--- config.mk ---
export PLATFORM = sky130hd
export DESIGN_NAME = systolic_output_collector
export DESIGN_NICKNAME = d
export VERILOG_FILES = /design/src/rtl/systolic_output_collector.sv
export SDC_FILE = /design/constraint.sdc
export NUM_CORES = 1
export LEC_CHECK = 0
export BUFFER_PORTS_ARGS = -buffer_cell sky130_fd_sc_hd__buf_2
export CORE_ASPECT_RATIO = 0.9
export CORE_MARGIN = 4
export CORE_UTILIZATION = 30
export CTS_BUF_LIST = sky130_fd_sc_hd__clkbuf_8
export DETAILED_ROUTE_END_ITERATION = 10
export PLACE_DENSITY = 0.5
export SYNTH_ARGS = -nofsm -noshare
export SYNTH_HDL_FRONTEND = slang
export SYNTH_SLANG_ARGS = --single-unit
--- constraint.sdc ---
create_clock -name clk -period 3.47 [get_ports clk]
set_clock_uncertainty 0.15 [all_clocks]
set_input_delay 0.347 -clock clk [delete_from_list [all_inputs] [get_ports clk]]
set_output_delay 0.347 -clock clk [all_outputs]
set_load 0.03 [all_outputs]
--- src/rtl/systolic_output_collector.sv ---
// Collects a framed window of systolic-array outputs into a show-ahead FIFO.
// Optional ReLU on captured samples: define SYSTOLIC_COLLECTOR_RELU_EN.
module systolic_output_collector #(
    parameter int unsigned WIDTH           = 8,
    parameter int unsigned SKIP_COUNT      = 2,
    parameter int unsigned FRAME_LEN       = 14,
    parameter int unsigned FIFO_DEPTH      = 16,
    parameter int unsigned FIFO_ADDR_WIDTH = 4
) (
    input  logic                       clk,
    input  logic                       rst_n,
    input  logic                       start,
    input  logic                       ce,
    input  logic signed [WIDTH-1:0]    y_in,
    output logic signed [WIDTH-1:0]    out_data,
    output logic                       out_valid,
    input  logic                       out_ready,
    output logic                       busy,
    output logic                       frame_done,
    output logic                       overflow,
    output logic [FIFO_ADDR_WIDTH:0]   level
);

    localparam int unsigned SKIP_W = (SKIP_COUNT > 1) ? $clog2(SKIP_COUNT) : 1;
    localparam int unsigned CAP_W  = (FRAME_LEN > 1) ? $clog2(FRAME_LEN) : 1;
    localparam logic [SKIP_W-1:0] SKIP_LAST = SKIP_W'((SKIP_COUNT > 0) ? SKIP_COUNT - 1 : 0);
    localparam logic [CAP_W-1:0]  CAP_LAST  = CAP_W'((FRAME_LEN > 0) ? FRAME_LEN - 1 : 0);
    localparam logic [FIFO_ADDR_WIDTH:0] FULL_LEVEL = (FIFO_ADDR_WIDTH + 1)'(FIFO_DEPTH);

    typedef enum logic [1:0] {
        IDLE,
        SKIP,
        CAPTURE
    } state_t;

    state_t                       state;
    logic [SKIP_W-1:0]            skip_cnt;
    logic [CAP_W-1:0]             cap_cnt;

    logic signed [WIDTH-1:0]      mem [FIFO_DEPTH];
    logic [FIFO_ADDR_WIDTH-1:0]   wr_ptr;
    logic [FIFO_ADDR_WIDTH-1:0]   rd_ptr;
    logic [FIFO_ADDR_WIDTH:0]     count;

    logic                         take;
    logic                         fifo_full;
    logic                         push;
    logic                         pop;
    logic signed [WIDTH-1:0]      wr_data;

    assign take      = ce && (state == CAPTURE);
    assign fifo_full = (count == FULL_LEVEL);
    assign out_valid = (count != '0);
    assign pop       = out_valid && out_ready;
    // A full FIFO still accepts the write when the head leaves on the same edge.
    assign push      = take && (!fifo_full || pop);
    assign level     = count;
    assign out_data  = out_valid ? mem[rd_ptr] : '0;

`ifdef SYSTOLIC_COLLECTOR_RELU_EN
    always_comb begin
        wr_data = y_in;
        if (y_in[WIDTH-1]) begin
            wr_data = '0;
        end
    end
`else
    always_comb begin
        wr_data = y_in;
    end
`endif

    always_ff @(posedge clk) begin
        if (rst_n && push) begin
            mem[wr_ptr] <= wr_data;
        end
    end

    always_ff @(posedge clk) begin
        if (!rst_n) begin
            wr_ptr <= '0;
            rd_ptr <= '0;
            count  <= '0;
        end else begin
            if (push) begin
                wr_ptr <= wr_ptr + 1'b1;
            end
            if (pop) begin
                rd_ptr <= rd_ptr + 1'b1;
            end
            case ({push, pop})
                2'b10:   count <= count + 1'b1;
                2'b01:   count <= count - 1'b1;
                default: count <= count;
            endcase
        end
    end

    always_ff @(posedge clk) begin
        if (!rst_n) begin
            state      <= IDLE;
            skip_cnt   <= '0;
            cap_cnt    <= '0;
            busy       <= 1'b0;
            frame_done <= 1'b0;
            overflow   <= 1'b0;
        end else begin
            frame_done <= 1'b0;
            if (take && fifo_full && !pop) begin
                overflow <= 1'b1;
            end
            case (state)
                IDLE: begin
                    if (start) begin
                        overflow <= 1'b0;
                        skip_cnt <= '0;
                        cap_cnt  <= '0;
                        busy     <= 1'b1;
                        state    <= (SKIP_COUNT == 0) ? CAPTURE : SKIP;
                    end
                end
                SKIP: begin
                    if (ce) begin
                        if (skip_cnt == SKIP_LAST) begin
                            skip_cnt <= '0;
                            state    <= CAPTURE;
                        end else begin
                            skip_cnt <= skip_cnt + 1'b1;
                        end
                    end
                end
                CAPTURE: begin
                    // Dropped samples still advance the frame count.
                    if (ce) begin
                        if (cap_cnt == CAP_LAST) begin
                            cap_cnt    <= '0;
                            busy       <= 1'b0;
                            frame_done <= 1'b1;
                            state      <= IDLE;
                        end else begin
                            cap_cnt <= cap_cnt + 1'b1;
                        end
                    end
                end
                default: begin
                    state <= IDLE;
                    busy  <= 1'b0;
                end
            endcase
        end
    end

endmodule

==> impl_metrics.tcl <==
set metrics [dict create \
    drt_pass1_iterations 4 \
    fin_crit_ns 2.97 \
    grt_usage_pct 11.4 \
    timing.fmax_mhz 337 \
    maxSlewViolCount 0 \
    regArea_sq_um 4390 \
    crit_chain "buf_12 -> mux4_2 -> mux2i_1 -> o22ai_1 -> buf_2" \
    grt_overflow_total 0 \
    cts.sinks 155 \
    cts_tree "yes" \
    syn-num-nets 397 \
    setup_tns_ns 0 \
    rsz0062_at_grt "no" \
    grt_pass1_vias 3493 \
    start_util_pct 30.5 \
    critical-path-max-stage-delay_ns 0.61 \
    synth_top_area_share_pct 60.5 \
    syn_to_final_growth_pct 14.5 \
    multi_input_area_sq_um 1850 \
    cp.arrival_ns 2.47 \
    seq_power_share_pct 45.3 \
    antenna_found_initial 0 \
    drt_iter0_drc 237 \
    p_leak_nw 2.28 \
    min_path_type "primary input to register" \
    async_flop_share_pct 0 \
    grt_pass1_wl_mm 20.2 \
    drc 0 \
    path_class "register to output pin" \
    synth_edf_count 128 \
    power_frac_comb_pct 29.1 \
    cp_max_fo 22 \
    worstSetupEndpointType "output pin" \
    io_pins 30 \
    ant_nets 0 \
    yosysTopAreaCell "edfxtp_1" \
    via_per_inst 4.67 \
    fillers 1964 \
    outcome "finished, final reports clean" \
    slew_headroom_pct 46.1 \
    fin_crit_sh_pct 85.5 \
    cts_made_buffers 17 \
    clkTransAtPathRegs_ns 0.08 \
    diodes 0 \
    hold_buffers 0 \
    routabilityCongestion 0.772 \
    cts_setup_buffers 0 \
    power_density_nw_per_um2 666 \
    yosys_most_used_dff "edfxtp_1" \
    die_area_sq_um 23600 \
    required_ns 2.97 \
    clk_latency_ns 0.44 \
    synth_area_leaders "edfxtp_1, mux4_2, dfxtp_1" \
    tightest_slew_ns 0.807 \
    yosysUniqueCellTypes 50 \
    dpl.hpwl_mm 8.15 \
    detail_route.wl_per_cell_um 17.5 \
    wl_mm 12.6 \
    grt_max_degree 33 \
    slowest_stage "dfxtp_2" \
    yosysWarnings 0 \
    maxCapViolCount 0 \
    internal_power_mw 3.20 \
    clockBufferDepth 2 \
    synth_cells 375 \
    fp-row-count 50 \
    finalSetupViolations 0 \
    yosysMostFrequentCell "edfxtp_1" \
    peakVddDrop_mv 0.528 \
    switching_share_pct 33.9 \
    die_h_um 146 \
    synth_area_per_cell_sq_um 16.9 \
    io_buffers 29 \
    cts-resized-gates 0 \
    core_area_sq_um 20800 \
    synthTopCellsByCount "edfxtp_1, mux4_2, nor2_1" \
    ys_seq_area_share_pct 69.0 \
    die_w_um 161 \
    switchingPower_mw 1.64 \
    cts_root_buf "clkbuf_8" \
    clock_power_share_pct 25.5 \
    hold_violations 0 \
    via_count 3373 \
    htreeDepth 4 \
    synth.cell_area_sq_um 6350 \
    start_kind "register" \
    finalNetCount 445 \
    ys_ff_latch 155 \
    finalPower_mw 4.85 \
    drive_above_1_share_pct 26.8 \
]
[worst max-delay path, delay by kind of cell (launching register included)]
| family | cells | cell delay (ns) |
|---|---|---|
| flip-flops | 1 | 0.61 |
| buffers and inverters | 2 | 0.50 |
| multiplexers | 2 | 0.73 |
| AO/OA/AOI/OAI | 1 | 0.17 |
[layout make-up]
cell class	count	area share [%]
clock inverter	15	1.68
multi-input combinational	193	25.4
clock buffer	17	3.21
timing repair buffer	48	4.13
sequential	155	60.3
inverter	8	0.413
tap	286	4.92
[path summary, 6_finish.rpt]
| kind | startpoint | endpoint | slack [ns] | cells past startpoint |
|---|---|---|---|---|
| setup / recovery | register | out_data[5] | 0.50 | 5 |
| hold / removal | start | state[0] | 0.1 | 3 |
| setup reg to reg | level[1] | level[4] | 0.75 | 9 |
| hold reg to reg | busy | busy | 0.35 | 2 |
[power groups by stage]
stage / registers, mW / clock network, mW / logic [mW]
after floorplan: 2.21 / 0 / 1.11
after global placement: 2.23 / 0 / 1.43
after detailed placement: 2.24 / 0 / 1.43
after CTS: 2.20 / 1.28 / 1.43
after global routing: 2.22 / 1.37 / 1.53
final: 2.20 / 1.24 / 1.41
[metrics by stage]
stage | instances | hold slack [ns] | area (sq um) | utilization, % | setup WS (ns)
floorplan | 375 | 0.296 | 6350 | - | 0.811
global route | 722 | 0.0605 | 7280 | 34.9 | 0.303
finish | 722 | 0.0966 | 7280 | 34.9 | 0.502
CTS | 722 | 0.0582 | 7280 | 34.9 | 0.438
detailed placement | 690 | 0.337 | 6920 | 33.2 | 0.794
global placement | 690 | 0.330 | 6920 | 33.2 | 0.824
[cell usage in the layout (no fill, tap or decap), types with 2 or more instances in the layout]
cell,netlist,routed
inv_6,0,3
clkbuf_8,0,17
dfxtp_1,27,26
o22ai_1,8,8
clkinvlp_4,0,2
xor2_1,2,2
nand3_1,8,8
nor2_1,30,30
nor3_1,10,10
a21oi_1,6,6
nor3b_1,3,3
a211oi_1,4,4
ha_1,9,9
o21a_1,3,3
nor2b_1,2,2
nand2b_1,6,6
edfxtp_1,128,128
mux4_2,32,32
o21ai_0,4,4
clkinv_4,0,3
buf_4,2,18
buf_2,5,29
nand2_1,11,11
clkinv_2,0,2
clkinv_1,0,3
and2_1,2,2
mux2i_1,21,21
inv_1,7,8
xnor2_1,7,7
nand3b_1,3,3
[per-layer routing]
| metal | vias up | share of wire (%) | global-route usage, % |
|---|---|---|---|
| met4 | 0 | 0.78 | 3.84 |
| met5 | - | 0 | 0 |
| met3 | 9 | 5.1 | 3.10 |
| li1 | 1573 | - | - |
| met2 | 77 | 49 | 18.0 |
| met1 | 1714 | 45 | 15.2 |
[cells by family after synthesis]
family	share of synthesized area, %
compound gates	5.00
xor+xnor	1.24
fa+ha+maj	1.77
buf+inv	1.93
flops	69.0
mux	14.6
simple gates	6.42
[flip-flops by register name, indices dropped and copies added, names as in the netlist, named ones only]
| name | flops |
|---|---|
| overflow | 1 |
| level | 5 |
| frame_done | 1 |
| wr_ptr | 4 |
| busy | 1 |
| cap_cnt | 4 |
| state | 2 |
| skip_cnt | 1 |
| rd_ptr | 4 |
| mem | 128 |
No activity file was read; power rests on OpenSTA's default activity.
